### config.mk
export PLATFORM = sky130hd
export DESIGN_NAME = res_mem_arbiter
export DESIGN_NICKNAME = d
export VERILOG_FILES = /design/src/rtl/dt_pkg.sv /design/src/rtl/dt_rr_pick.sv /design/src/rtl/res_mem_arbiter.sv
export SDC_FILE = /design/constraint.sdc
export NUM_CORES = 1
export LEC_CHECK = 0
export BUFFER_PORTS_ARGS = -buffer_cell sky130_fd_sc_hd__buf_2
export CORE_UTILIZATION = 49
export CTS_CLUSTER_DIAMETER = 50
export CTS_CLUSTER_SIZE = 10
export DETAILED_ROUTE_END_ITERATION = 8
export PLACE_DENSITY = 0.85
export SLEW_MARGIN = 20
export SYNTH_ARGS = -nofsm -noshare
export SYNTH_HDL_FRONTEND = slang
export SYNTH_SLANG_ARGS = --single-unit
### constraint.sdc
create_clock -name clk -period 3.4 [get_ports clk]
set_input_delay 0.17 -clock clk [delete_from_list [all_inputs] [get_ports clk]]
set_output_delay 0.17 -clock clk [all_outputs]
set_load 0.01 [all_outputs]
### src/rtl/dt_pkg.sv
// dt_pkg: shared widths, arbiter state type and index helpers for the distance-transform slice
package dt_pkg;
    localparam int RES_ADDR_W = 14;
    localparam int RES_DATA_W = 8;

    typedef enum logic {IDLE, LOCKED} arb_state_t;

    function automatic logic [1:0] idx_wrap(input logic [1:0] i, input int n);
        return (int'(i) == n - 1) ? 2'd0 : i + 2'd1;
    endfunction
endpackage

### src/rtl/dt_rr_pick.sv
// dt_rr_pick: combinational round-robin picker, first requester at or above ptr wins
module dt_rr_pick #(
    parameter int N_REQ = 3
) (
    input  logic [N_REQ-1:0] req,
    input  logic [1:0]       ptr,
    output logic [N_REQ-1:0] gnt,
    output logic [1:0]       idx
);
    // scan offsets from farthest to nearest so the nearest active requester overwrites the rest
    always_comb begin
        gnt = '0;
        idx = '0;
        for (int k = N_REQ - 1; k >= 0; k--) begin
            for (int i = 0; i < N_REQ; i++) begin
                if (req[i] && i == (int'(ptr) + k) % N_REQ) begin
                    gnt = '0;
                    gnt[i] = 1'b1;
                    idx = 2'(i);
                end
            end
        end
    end
endmodule

### src/rtl/res_mem_arbiter.sv
// res_mem_arbiter: round-robin arbiter with locked bursts for the shared result RAM port
module res_mem_arbiter
    import dt_pkg::*;
#(
    parameter int N_REQ    = 3,
    parameter int MAX_LOCK = 64
) (
    input  logic                         clk,
    input  logic                         reset,
    input  logic [N_REQ-1:0]             req,
    input  logic [N_REQ-1:0]             req_wr,
    input  logic [N_REQ-1:0]             req_lock,
    input  logic [N_REQ*RES_ADDR_W-1:0]  req_addr,
    input  logic [N_REQ*RES_DATA_W-1:0]  req_wdata,
    output logic [N_REQ-1:0]             gnt,
    output logic [N_REQ-1:0]             rvalid,
    output logic [RES_DATA_W-1:0]        rdata,
    output logic                         res_rd,
    output logic                         res_wr,
    output logic [RES_ADDR_W-1:0]        res_addr,
    output logic [RES_DATA_W-1:0]        res_do,
    input  logic [RES_DATA_W-1:0]        res_di,
    output logic [1:0]                   owner,
    output logic                         locked
);
    arb_state_t             state;
    logic [1:0]             rr_ptr;
    logic [1:0]             pick_idx;
    logic [1:0]             acc_idx;
    logic [1:0]             rd_idx;
    logic [6:0]             hold_cnt;
    logic [N_REQ-1:0]       pick_gnt;
    logic                   acc;
    logic                   acc_wr;
    logic                   acc_lock;
    logic [RES_ADDR_W-1:0]  acc_addr;
    logic [RES_DATA_W-1:0]  acc_data;

    dt_rr_pick #(.N_REQ(N_REQ)) u_pick (
        .req(req),
        .ptr(rr_ptr),
        .gnt(pick_gnt),
        .idx(pick_idx)
    );

    assign rdata  = res_di;
    assign locked = (state == LOCKED);

    // grant comes from the picker when idle, otherwise only the owner may be accepted
    always_comb begin
        gnt      = '0;
        acc_wr   = 1'b0;
        acc_lock = 1'b0;
        acc_addr = '0;
        acc_data = '0;
        acc_idx  = (state == IDLE) ? pick_idx : owner;
        for (int i = 0; i < N_REQ; i++) begin
            gnt[i] = (state == IDLE) ? pick_gnt[i] : (2'(i) == owner) & req[i];
            if (2'(i) == acc_idx) begin
                acc_wr   = req_wr[i];
                acc_lock = req_lock[i];
                acc_addr = req_addr[i*RES_ADDR_W +: RES_ADDR_W];
                acc_data = req_wdata[i*RES_DATA_W +: RES_DATA_W];
            end
        end
        acc = |(req & gnt);
    end

    // register the memory command and return a read strobe to its issuer one cycle later
    always_ff @(posedge clk or negedge reset) begin
        if (!reset) begin
            res_rd   <= 1'b0;
            res_wr   <= 1'b0;
            res_addr <= '0;
            res_do   <= '0;
            rd_idx   <= '0;
            rvalid   <= '0;
        end else begin
            res_rd <= acc & ~acc_wr;
            res_wr <= acc & acc_wr;
            rd_idx <= acc_idx;
            rvalid <= res_rd ? N_REQ'(1) << rd_idx : '0;
            if (acc) begin
                res_addr <= acc_addr;
                res_do   <= acc_data;
            end
        end
    end

    // lock ownership, burst length limit and round-robin pointer advance
    always_ff @(posedge clk or negedge reset) begin
        if (!reset) begin
            state    <= IDLE;
            owner    <= '0;
            hold_cnt <= '0;
            rr_ptr   <= '0;
        end else if (acc) begin
            if (state == IDLE) begin
                if (acc_lock) begin
                    state    <= LOCKED;
                    owner    <= acc_idx;
                    hold_cnt <= 7'd1;
                end else begin
                    rr_ptr <= idx_wrap(acc_idx, N_REQ);
                end
            end else if (!acc_lock || hold_cnt == 7'(MAX_LOCK - 1)) begin
                state    <= IDLE;
                owner    <= '0;
                hold_cnt <= '0;
                rr_ptr   <= idx_wrap(owner, N_REQ);
            end else begin
                hold_cnt <= hold_cnt + 7'd1;
            end
        end
    end
endmodule

==> results.py <==
metrics = {
    "synth": {
        "yosysWarnings": 0,
        "synthDistinctLibCells": 49,
        "ys_seq_area_share_pct": 41.7,
        "synthesis.nets": 335,
        "avgSynthCellArea_um2": 10.0,
        "synth.cell_area_mm2": 0.00246,
        "ys_seq_elements": 41,
        "syn-instance-count": 246,
    },
    "sta": {
        "max_freq_ghz": 0.369,
        "slew_viol_final": 0,
        "setup_violations": 0,
        "setup_ws_ns": 0.689,
        "worstMarginPinSlew_ns": 0.875,
        "rsz0062_at_grt": "no",
        "final-hold-violation-count": 17,
        "slew_headroom_pct": 41.7,
        "whs_ns": -0.00927,
        "skew_ns": 0.00789,
        "tns_ns": 0,
        "finalCriticalPeriod_ns": 2.71,
        "fin_crit_sh_pct": 79.7,
    },
    "final_layout": {
        "areaGrowthSynthToFinish_pct": 26.3,
        "drive_gt1_share_pct": 44.2,
        "n_antenna_cell": 0,
        "postLayoutCoreUtil_pct": 65.0,
        "final_cell_mix": "buf_2 (109), dfrtp_1 (41), a21oi_1 (28)",
        "nNetsFinal": 434,
        "final_common_cell": "buf_2",
    },
    "job": {
        "cap_violations": 0,
    },
    "cts": {
        "cts_tree": "yes",
        "cts_buffers": 5,
        "worstSkewPairLatency_ns": 0.29,
        "cts.htree.levels": 2,
        "clk_path_buf_depth": 2,
        "clock-sinks": 41,
        "clk_pin_slew_ns": 0.08,
        "post-cts-setup-buffer-count": 0,
        "cts-hold-fix-buffers": 0,
        "cts-root-buf": "clkbuf_8",
        "post_cts_resized": 0,
    },
    "global_route": {
        "antenna_found_initial": 0,
        "grt_use_total_pct": 24.7,
        "grt_pass1_wl_mm": 10.0,
        "grt_max_degree": 42,
        "overflow": 0,
        "grt_pass1_vias": 2256,
    },
    "detailed_routing": {
        "avgRoutedWirePerCell_um": 14.7,
        "first_pass_iters": 4,
        "vias_per_cell": 5.49,
        "drt-initial-drc-count": 181,
        "finalWirelength_mm": 6.07,
        "drc": 0,
        "num_vias": 2269,
        "ant_nets": 0,
    },
    "placement": {
        "dp_slack_ns": 0.753,
        "finalWeightedCongestion": 0.872,
        "hpwl_mm": 4.60,
        "io_buffer_count": 109,
    },
    "worst_setup_path": {
        "cp_slowest_stage_delay_ns": 0.50,
        "ff2ff_setup_slack_ns": 0.69,
        "end_kind": "register",
        "cp.required_ns": 3.57,
        "r2r-start": "rr_ptr[0]",
        "startpoint_type": "register",
        "cp_max_fo": 32,
        "cp_slowest_cell": "nand4_1",
        "r2r-end": "res_do[5]",
        "path_class": "register to register",
        "worstPathCellList": "inv_1, ha_1, o21ba_1, o211a_1, a31oi_1, nand4_1, buf_4, nor2_1, a21oi_1",
        "cp.arrival_ns": 2.88,
        "worstRegToRegCells": 9,
        "cp-startpoint": "rr_ptr[0]",
    },
    "floorplanning": {
        "coreArea_mm2": 0.00479,
        "placementRows": 25,
        "die_x_um": 72.9,
        "dieArea_mm2": 0.00531,
        "start_util_pct": 51.5,
        "io-pin-count": 126,
        "fp.dieH_um": 72.9,
    },
    "worst_hold_path": {
        "hold_class": "input port to async pin",
    },
    "outcome": {
        "outcome": "finished with violations",
        "violations": "hold timing",
    },
    "power": {
        "power_leakage_nw": 1.56,
        "vdd_ir_drop_max_v": 0.000446,
        "powerDensity_mw_per_mm2": 946,
    },
}
[cell families after synthesis]
kind of cell | count (synthesis) | share of synthesized area [%]
AO/OA/AOI/OAI | 85 | 25.1
AND/OR/NAND/NOR | 64 | 13.3
flip-flops | 41 | 41.7
buffers and inverters | 28 | 6.25
multiplexers | 24 | 11.6
adder cells (fa/ha/maj) | 4 | 2.03
[registers in the layout, indices dropped and copies added (netlist names)]
register	count
res_addr	14
rd_idx	2
res_wr	1
locked	1
rr_ptr	2
rvalid	3
hold_cnt	7
res_rd	1
owner	2
res_do	8
[per-stage QoR]
| step | power [mW] | instance area (um2) | hold WS (ns) | std cells |
|---|---|---|---|---|
| floorplan | 2.08 | 2460 | -0.126 | 246 |
| global placement | 2.48 | 3000 | 0.339 | 405 |
| detailed placement | 2.56 | 3000 | 0.334 | 405 |
| CTS | 2.95 | 3110 | 0.0129 | 413 |
| global route | 3.19 | 3110 | 0.0696 | 413 |
| finish | 2.94 | 3110 | -0.00927 | 413 |
[critical path: cells and delay by family (launching register included)]
kind,cells,cell delay (ns)
buffers and inverters,2,0.51
AO/OA/AOI/OAI,4,0.69
adder cells (fa/ha/maj),1,0.35
AND/OR/NAND/NOR,2,0.63
flip-flops,1,0.40
[synth_stat cells (all sizes together)]
| library cell | n | area [um2] |
|---|---|---|
| a2111o | 1 | 11.3 |
| a2111oi | 1 | 27.5 |
| a21bo | 1 | 10.0 |
| a21boi | 1 | 7.51 |
| a21o | 1 | 7.51 |
| a21oi | 30 | 154 |
| a22o | 1 | 8.76 |
| a22oi | 22 | 165 |
| a2bb2oi | 1 | 8.76 |
| a31oi | 1 | 6.26 |
| and2 | 5 | 33.8 |
| and3b | 2 | 17.5 |
| buf | 17 | 110 |
| clkbuf | 3 | 11.3 |
| dfrtp | 41 | 1030 |
| ha | 4 | 50.1 |
| inv | 8 | 32.5 |
| mux2 | 22 | 267 |
| mux2i | 2 | 20.0 |
| nand2 | 11 | 41.3 |
| nand2b | 2 | 20.0 |
| nand3 | 4 | 20.0 |
| nand4 | 1 | 6.26 |
| nand4b | 2 | 17.5 |
| nor2 | 28 | 115 |
| nor2b | 7 | 43.8 |
| nor3 | 1 | 5.00 |
| nor3b | 1 | 7.51 |
| o211a | 2 | 20.0 |
| o211ai | 1 | 12.5 |
| o21a | 3 | 22.5 |
| o21ai | 7 | 35.0 |
| o21ba | 1 | 10.0 |
| o221a | 1 | 11.3 |
| o2bb2ai | 9 | 78.8 |
| o31ai | 1 | 21.3 |
[worst max-delay path by stage]
| stage | end | slack, ns | cells after the start |
|---|---|---|---|
| floorplan | res_addr[11] | 1.08 | 10 |
| global placement | res_addr[11] | 0.83 | 9 |
| detailed placement | hold_cnt[0] | 0.75 | 8 |
| CTS | res_do[5] | 0.72 | 9 |
| global route | res_do[5] | 0.47 | 9 |
| finish | res_do[5] | 0.69 | 9 |
[final cells by class]
cell class	instances	area, um2
Timing Repair Buffer	112	568
Clock buffer	5	68.8
Inverter	8	32.5
Clock inverter	3	43.8
Sequential cell	41	1030
Multi-Input combinational cell	177	1290
Tap cell	67	83.8
Fill cell	402	1680
[power breakdown]
group          internal [mW]  switching (mW)  leakage (nW)
clock                  0.220           0.172        0.0585
combinational          0.716           0.974          1.01
sequential             0.705           0.155         0.496
total                   1.64            1.30          1.56
[layer usage]
layer  vias up  global-route usage, %  wire, um
li1       1087                      -         -
met1      1085                   28.2      2500
met2        89                   46.7      3180
met3         8                   5.52       323
met4         0                   5.45        59
met5         -                      0         0
(Power assumes the default switching activity.)
